--- config.mk ---
export PLATFORM = sky130hd
export DESIGN_NAME = riscv_instr_mem_responder
export DESIGN_NICKNAME = d
export VERILOG_FILES = /design/src/rtl/riscv_instr_mem_responder_pkg.sv /design/src/rtl/riscv_instr_resp_queue.sv /design/src/rtl/riscv_instr_mem_responder.sv
export SDC_FILE = /design/constraint.sdc
export NUM_CORES = 1
export LEC_CHECK = 0
export CORE_AREA = 2 2 127 129
export DETAILED_ROUTE_END_ITERATION = 10
export DIE_AREA = 0 0 129 131
export GPL_TIMING_DRIVEN = 0
export SLEW_MARGIN = 10
export SYNTH_ARGS = -nofsm -noshare
export SYNTH_HDL_FRONTEND = slang
export SYNTH_HIERARCHICAL = 1
export SYNTH_SLANG_ARGS = --single-unit
--- constraint.sdc ---
create_clock -name clk -period 9.2 [get_ports clk]
set_input_delay 1.84 -clock clk [delete_from_list [all_inputs] [get_ports clk]]
set_output_delay 1.84 -clock clk [all_outputs]
set_load 0.01 [all_outputs]
--- src/rtl/riscv_instr_mem_responder_pkg.sv ---
// Shared widths, grant-FSM state encoding and payload types for the
// instruction-fetch responder.
package riscv_instr_mem_responder_pkg;

    localparam int unsigned FETCH_ADDR_W = 32;
    localparam int unsigned WAIT_W       = 4;
    localparam int unsigned DLY_W        = 2;
    localparam int unsigned OUTST_W      = 3;
    localparam int unsigned FR_STATE_W   = 2;

    // Grant FSM states (fetch_resp_state_e)
    localparam logic [FR_STATE_W-1:0] FR_IDLE  = 2'd0;
    localparam logic [FR_STATE_W-1:0] FR_WAIT  = 2'd1;
    localparam logic [FR_STATE_W-1:0] FR_READY = 2'd2;

    // Information captured at grant time for the response queue
    typedef struct packed {
        logic             err;
        logic [DLY_W-1:0] dly;
    } fetch_resp_push_t;

endpackage

--- src/rtl/riscv_instr_resp_queue.sv ---
// In-order response queue: entry pushed at grant, SRAM data written one
// cycle later, head retires once its data is present and its delay expired.
module riscv_instr_resp_queue
    import riscv_instr_mem_responder_pkg::*;
#(
    parameter int unsigned RDATA_WIDTH = 32,
    parameter int unsigned DEPTH       = 2
) (
    input  logic                   clk,
    input  logic                   rst_n,
    input  logic                   push,
    input  logic                   push_err,
    input  logic [DLY_W-1:0]       push_dly,
    input  logic [RDATA_WIDTH-1:0] wdata,
    output logic                   head_valid_c,
    output logic [RDATA_WIDTH-1:0] head_rdata_c,
    output logic                   head_err_c,
    output logic [OUTST_W-1:0]     count
);

    localparam int unsigned PTR_W = (DEPTH > 1) ? $clog2(DEPTH) : 1;
    localparam int unsigned SLOTS = 1 << PTR_W;

    typedef struct packed {
        logic [RDATA_WIDTH-1:0] rdata;
        logic                   err;
        logic [DLY_W-1:0]       cnt;
        logic                   data_ok;
    } fetch_resp_entry_t;

    fetch_resp_entry_t  entry_q [SLOTS];
    logic [PTR_W-1:0]   head_q;
    logic [PTR_W-1:0]   tail_q;
    logic [PTR_W-1:0]   wr_idx_q;
    logic               wr_pend_q;
    logic [OUTST_W-1:0] count_q;
    logic               head_fill_c;

    function automatic logic [PTR_W-1:0] ptr_inc(input logic [PTR_W-1:0] p);
        return (p == PTR_W'(DEPTH - 1)) ? '0 : p + PTR_W'(1);
    endfunction

    // Head may retire in the same cycle its SRAM data arrives (bypass)
    always_comb begin
        head_fill_c  = wr_pend_q && (wr_idx_q == head_q);
        head_valid_c = (count_q != '0) && (entry_q[head_q].cnt == '0) &&
                       (entry_q[head_q].data_ok || head_fill_c);
        head_rdata_c = entry_q[head_q].data_ok ? entry_q[head_q].rdata : wdata;
        head_err_c   = entry_q[head_q].err;
    end

    // Push overrides the data write when a slot is retired and reused at once
    always_ff @(posedge clk or negedge rst_n) begin
        if (!rst_n) begin
            for (int i = 0; i < SLOTS; i++) entry_q[i] <= '0;
            head_q    <= '0;
            tail_q    <= '0;
            wr_idx_q  <= '0;
            wr_pend_q <= 1'b0;
            count_q   <= '0;
        end else begin
            for (int i = 0; i < SLOTS; i++) begin
                if (entry_q[i].cnt != '0) entry_q[i].cnt <= entry_q[i].cnt - DLY_W'(1);
            end
            if (wr_pend_q) begin
                entry_q[wr_idx_q].rdata   <= wdata;
                entry_q[wr_idx_q].data_ok <= 1'b1;
            end
            if (push) begin
                entry_q[tail_q] <= fetch_resp_entry_t'{rdata: '0, err: push_err,
                                                       cnt: push_dly, data_ok: push_err};
                tail_q <= ptr_inc(tail_q);
            end
            wr_pend_q <= push && !push_err;
            wr_idx_q  <= tail_q;
            if (head_valid_c) head_q <= ptr_inc(head_q);
            count_q <= count_q + OUTST_W'(push) - OUTST_W'(head_valid_c);
        end
    end

    assign count = count_q;

    a_no_overflow: assert property (@(posedge clk) disable iff (!rst_n)
        !(push && (count_q == OUTST_W'(DEPTH)) && !head_valid_c));

endmodule

--- src/rtl/riscv_instr_mem_responder.sv ---
// Instruction-fetch responder: grant FSM with programmable wait states,
// address window check and SRAM drive, in front of an in-order response queue.
module riscv_instr_mem_responder
    import riscv_instr_mem_responder_pkg::*;
#(
    parameter int unsigned             RDATA_WIDTH     = 32,
    parameter int unsigned             MEM_ADDR_W      = 12,
    parameter logic [FETCH_ADDR_W-1:0] BASE_ADDR       = 32'h1C008000,
    parameter int unsigned             MAX_OUTSTANDING = 2
) (
    input  logic                    clk,
    input  logic                    rst_n,
    input  logic                    instr_req_i,
    input  logic [FETCH_ADDR_W-1:0] instr_addr_i,
    output logic                    instr_gnt_o,
    output logic                    instr_rvalid_o,
    output logic [RDATA_WIDTH-1:0]  instr_rdata_o,
    output logic                    instr_err_o,
    input  logic [WAIT_W-1:0]       wait_states_i,
    input  logic [DLY_W-1:0]        rvalid_delay_i,
    output logic                    mem_req_o,
    output logic [MEM_ADDR_W-1:0]   mem_addr_o,
    input  logic [RDATA_WIDTH-1:0]  mem_rdata_i,
    output logic [OUTST_W-1:0]      outstanding_o
);

    localparam int unsigned             WORD_BYTES = RDATA_WIDTH / 8;
    localparam int unsigned             OFF_W      = $clog2(WORD_BYTES);
    localparam logic [FETCH_ADDR_W-1:0] MEM_BYTES  = FETCH_ADDR_W'(WORD_BYTES << MEM_ADDR_W);

    logic [FR_STATE_W-1:0]   state_q, state_n;
    logic [WAIT_W-1:0]       wait_q, wait_n;
    logic                    fsm_gnt_c;
    logic                    grant_c;
    logic                    space_c;
    logic                    in_range_c;
    logic [FETCH_ADDR_W-1:0] offset_c;
    fetch_resp_push_t        push_info_c;

    logic                    retire_c;
    logic [RDATA_WIDTH-1:0]  head_rdata_c;
    logic                    head_err_c;
    logic [OUTST_W-1:0]      count;
    logic [RDATA_WIDTH-1:0]  last_rdata_q;
    logic                    last_err_q;

    // A response retiring this cycle frees its slot for a same-cycle grant
    assign space_c = (count < OUTST_W'(MAX_OUTSTANDING)) || retire_c;

    // Address window check; word index drops the sub-word byte bits
    assign offset_c   = instr_addr_i - BASE_ADDR;
    assign in_range_c = (instr_addr_i >= BASE_ADDR) && (offset_c < MEM_BYTES);

    always_ff @(posedge clk or negedge rst_n) begin
        if (!rst_n) begin
            state_q <= FR_IDLE;
            wait_q  <= '0;
        end else begin
            state_q <= state_n;
            wait_q  <= wait_n;
        end
    end

    // Grant FSM; the wait count is loaded once per request and counts down
    always_comb begin
        state_n   = state_q;
        wait_n    = wait_q;
        fsm_gnt_c = 1'b0;
        case (state_q)
            FR_IDLE: begin
                if (instr_req_i) begin
                    if (wait_states_i == '0) begin
                        fsm_gnt_c = space_c;
                    end else if (wait_states_i == WAIT_W'(1)) begin
                        state_n = FR_READY;
                    end else begin
                        wait_n  = wait_states_i;
                        state_n = FR_WAIT;
                    end
                end
            end
            FR_WAIT: begin
                if (!instr_req_i) begin
                    state_n = FR_IDLE;
                end else begin
                    wait_n = wait_q - WAIT_W'(1);
                    if (wait_q == WAIT_W'(2)) state_n = FR_READY;
                end
            end
            FR_READY: begin
                if (!instr_req_i) begin
                    state_n = FR_IDLE;
                end else if (space_c) begin
                    fsm_gnt_c = 1'b1;
                    state_n   = FR_IDLE;
                end
            end
            default: state_n = FR_IDLE;
        endcase
    end

    // No grant can be recorded while reset holds the queue empty
    assign grant_c     = fsm_gnt_c & rst_n;
    assign instr_gnt_o = grant_c;
    assign mem_req_o   = grant_c & in_range_c;
    assign mem_addr_o  = mem_req_o ? offset_c[OFF_W +: MEM_ADDR_W] : '0;

    always_comb begin
        push_info_c     = '0;
        push_info_c.err = !in_range_c;
        push_info_c.dly = rvalid_delay_i;
    end

    riscv_instr_resp_queue #(
        .RDATA_WIDTH (RDATA_WIDTH),
        .DEPTH       (MAX_OUTSTANDING)
    ) u_resp_queue (
        .clk          (clk),
        .rst_n        (rst_n),
        .push         (grant_c),
        .push_err     (push_info_c.err),
        .push_dly     (push_info_c.dly),
        .wdata        (mem_rdata_i),
        .head_valid_c (retire_c),
        .head_rdata_c (head_rdata_c),
        .head_err_c   (head_err_c),
        .count        (count)
    );

    // Response data/err hold their last retired values between responses
    always_ff @(posedge clk or negedge rst_n) begin
        if (!rst_n) begin
            last_rdata_q <= '0;
            last_err_q   <= 1'b0;
        end else if (retire_c) begin
            last_rdata_q <= head_rdata_c;
            last_err_q   <= head_err_c;
        end
    end

    assign instr_rvalid_o = retire_c;
    assign instr_rdata_o  = retire_c ? head_rdata_c : last_rdata_q;
    assign instr_err_o    = retire_c ? head_err_c : last_err_q;
    assign outstanding_o  = count;

    a_gnt_needs_req: assert property (@(posedge clk) disable iff (!rst_n)
        instr_gnt_o |-> instr_req_i);
    a_rvalid_needs_outstanding: assert property (@(posedge clk) disable iff (!rst_n)
        instr_rvalid_o |-> (outstanding_o != '0));
    a_outstanding_bound: assert property (@(posedge clk) disable iff (!rst_n)
        outstanding_o <= OUTST_W'(MAX_OUTSTANDING));

endmodule

==> qor.csv <==
stage;metric;value;unit
status;status;complete, no violations;
die;Core ar.;15600;um^2
hold_path;Min-Delay Path Class;register to register;
die;Die W;129;um
die;num ports;124;
clock_tree;worst-case clock buffer depth;2;
place;Placed Cells;954;
critical_path;Critical Path Start;instr_addr_i[15];
grt;vias in the first global route;5077;
critical_path;CP Capture Type;output port;
clock_tree;hold_buf cts;0;
detailed_routing;met2 routed wirelength;7590;um
synthesis;largest area contributor in the netlist;dfrtp_1;
critical_path;Req. time, crit path;7.36;ns
detailed_routing;Routed WL per cell;15.4;um
timing;setup slack after layout;2.26;ns
grt;GRT Util Overall;18.8;%
layout;FILL cells;1461;
die;die height;131;um
grt;first-pass GRT wire length;24800;um
clock_tree;setup repair bufs after CTS;0;
synthesis;Syn Area/Cell;9.48;um^2
layout;final cell count without fillers;986;
die;Initial Util;37.4;%
timing;Setup Skew;0.0101;ns
critical_path;CP startpoint kind;primary input;
timing;Final min period;6.94;ns
detailed_routing;wire length on met1;6570;um
place;Port Buffer Count;121;
clock_tree;Post-CTS Resized;0;
power_and_ir_drop;peak supply drop;0.000161;V
critical_path;Crit path max-delay family;buffers and inverters;
critical_path;CP Depth;10;
critical_path;Most common cell on crit path;clkdlybuf4s50_1;
synthesis;Ys Warns;6;
timing;Fin. Hold Viols;0;
synthesis;count leader, synth;nand2_1;
grt;antenna violations before repair;0;
clock_tree;Worst-Skew Late Latency;0.42;ns
detailed_routing;DRT Pass-1 Iters;4;
layout;Nets;836;
synthesis;sequential share of the synthesized area;50.6;%
hold_path;Min-Delay Startpoint;u_resp_queue/tail_q;
detailed_routing;WL met3;906;um
synthesis;Synth Instances;616;
synthesis;Main synth FF type;dfrtp_1;
timing;slew margin rel.;33.0;%
die;total die area;16900;um^2
detailed_routing;# DRC;0;
clock_tree;TritonCTS clock tree;done;
hold_path;Cells on Worst Hold Path;0;
timing;Worst Tran Pin Value;1.00;ns
layout;share of cells above drive strength 1;13.1;%
critical_path;max incr delay on CP;0.56;ns
timing;max-slew violation count;0;
layout;final instance area;8000;um^2
timing;fin crit share;75.4;%
place;pre-CTS WS;2.28;ns
synthesis;post-synth top area share;50.6;%
detailed_routing;vias per cell;4.99;
critical_path;critical path type;primary input to output port;
synthesis;ys async rst share;100;%
synthesis;Seq cells post-synth;118;
synthesis;Cell Area, Synth;5840;um^2
critical_path;worst reg2reg setup slack;5.27;ns
layout;Synth-to-Final Area Change;36.9;%
critical_path;slowest CP cell;a2111oi_2;
detailed_routing;Initial DRC Count;338;
synthesis;synth top area cells;dfrtp_1, nand2_1, mux2_2;
power_and_ir_drop;Pwr Density;342;nW/um^2
power_and_ir_drop;Lkg Pwr;3.43;nW
synthesis;synth cell count leaders;nand2_1, dfrtp_1, a21oi_1, o21ai_0, mux2_2;
critical_path;launch point of the worst reg-to-reg path;u_resp_queue/head_q;
layout;antenna cell count;0;
place;Placed Area;7350;um^2
timing;f_max;144;MHz
grt;gr ovfl total;0;
clock_tree;TritonCTS Buffers;17;
critical_path;worst reg2reg endpoint;u_resp_queue/entry_q[32];
detailed_routing;max layer used;met4;
critical_path;Crit path buffers/inverters;4;
die;Rows;46;
timing;hold slack final;0.459;ns
critical_path;Data arrival, critical path;5.10;ns
place;Routability Congestion;0.798;
detailed_routing;total number of vias;4921;
detailed_routing;total wire length;15200;um
critical_path;crit path capture;mem_addr_o[4];
clock_tree;clock transition at the registers of the reported paths;0.05;ns
synthesis;Post-synth EDFFs;0;
grt;pin count of the biggest net entering global routing;81;
timing;Post-Route Setup TNS;0;ns
flow_run;Max Cap Viol;0;
clock_tree;clock sink count;118;
critical_path;Crit Path Max Fanout;10;
critical_path;crit path cell chain;clkdlybuf4s50_1 -> inv_1 -> ha_1 -> or4b_1 -> a211oi_1 -> nand4_1 -> a2111oi_2 -> clkbuf_1 -> and4_1 -> clkdlybuf4s50_1;
clock_tree;CTS HTree Levels;4;
synthesis;post-synth cell types;46;
timing;endpoints failing setup;0;
synthesis;Syn Nets;695;
place;post-DP HPWL;10400;um
clock_tree;CTS root buf;clkbuf_16;
timing;RSZ-0062 raised after global routing;false;
critical_path;Worst Reg-to-Reg Cells;12;
detailed_routing;ANT nets after route;0;
cell type report:
cell class	instances	area, um^2	area share [%]
flip-flops and latches	118	2950	36.9
multi-input cells	447	2660	33.2
repair buffers	122	1240	15.5
clock buffers	24	502	6.28
well taps	216	270	3.38
plain buffers	40	191	2.39
clock inverters	8	143	1.78
inverters	11	41.3	0.516
metrics by stage:
step,utilization (%),total power [W]
2_1_floorplan,-,0.00151
3_3_place_gp,46.9,0.00201
3_5_place_dp,47.1,0.00204
4_1_cts,51.3,0.00277
5_1_grt,51.3,0.00292
6_report,51.3,0.00274
flip-flops by register name, indices dropped and copies added, names as in the netlist:
signal                  flops
last_err_q                  1
u_resp_queue/entry_q       72
u_resp_queue/count          3
u_resp_queue/wr_idx_q       1
u_resp_queue/tail_q         1
wait_q                      4
u_resp_queue/wr_pend_q      1
last_rdata_q               32
state_q                     2
u_resp_queue/head_q         1
kinds of logic after synthesis:
| kind of cell | share of synthesized area (%) |
|---|---|
| simple gates | 18.3 |
| compound gates | 12.0 |
| flops | 50.6 |
| mux | 13.0 |
| buf+inv | 3.98 |
| fa+ha+maj | 1.41 |
| xor+xnor | 0.750 |
per-layer routing:
layer  track usage, %  up-vias
li1                 -     2390
met1             23.4     2369
met2             32.1      147
met3             5.25       15
met4             5.69        0
met5                0        -
worst reg2reg max path, delay by kind of cell (launching register included):
kind            cells  cell delay (ns)
flops               1             0.31
buf+inv             5             1.76
compound gates      3             0.63
simple gates        4             1.09
power breakdown:
part	internal [W]	switching [W]	total, W
clock	0.000488	0.000229	0.000717
sequential	0.000733	0.0000994	0.000833
combinational	0.000640	0.000549	0.00119
worst min-delay path by stage:
stage                                  to  slack [ns]
finish              u_resp_queue/wr_idx_q        0.46
global route        u_resp_queue/wr_idx_q        0.50
CTS                 u_resp_queue/wr_idx_q        0.46
detailed placement  u_resp_queue/wr_idx_q        0.45
global placement    u_resp_queue/wr_idx_q        0.45
floorplan           u_resp_queue/wr_idx_q        0.42
layout by cell type, fill, tap and decap left out, types with 6 or more instances in the layout:
cell type	Yosys	routed
mux2i_1	34	34
nor2_1	8	8
clkbuf_1	14	16
dfrtp_1	118	118
buf_2	21	21
a21oi_1	73	73
nor3_1	6	6
inv_1	11	11
clkdlybuf4s50_1	0	120
o21ai_0	45	45
and4_1	12	12
clkbuf_16	0	17
mux2_2	35	35
nand2_1	176	176
No activity file was read; power rests on OpenSTA's default activity.
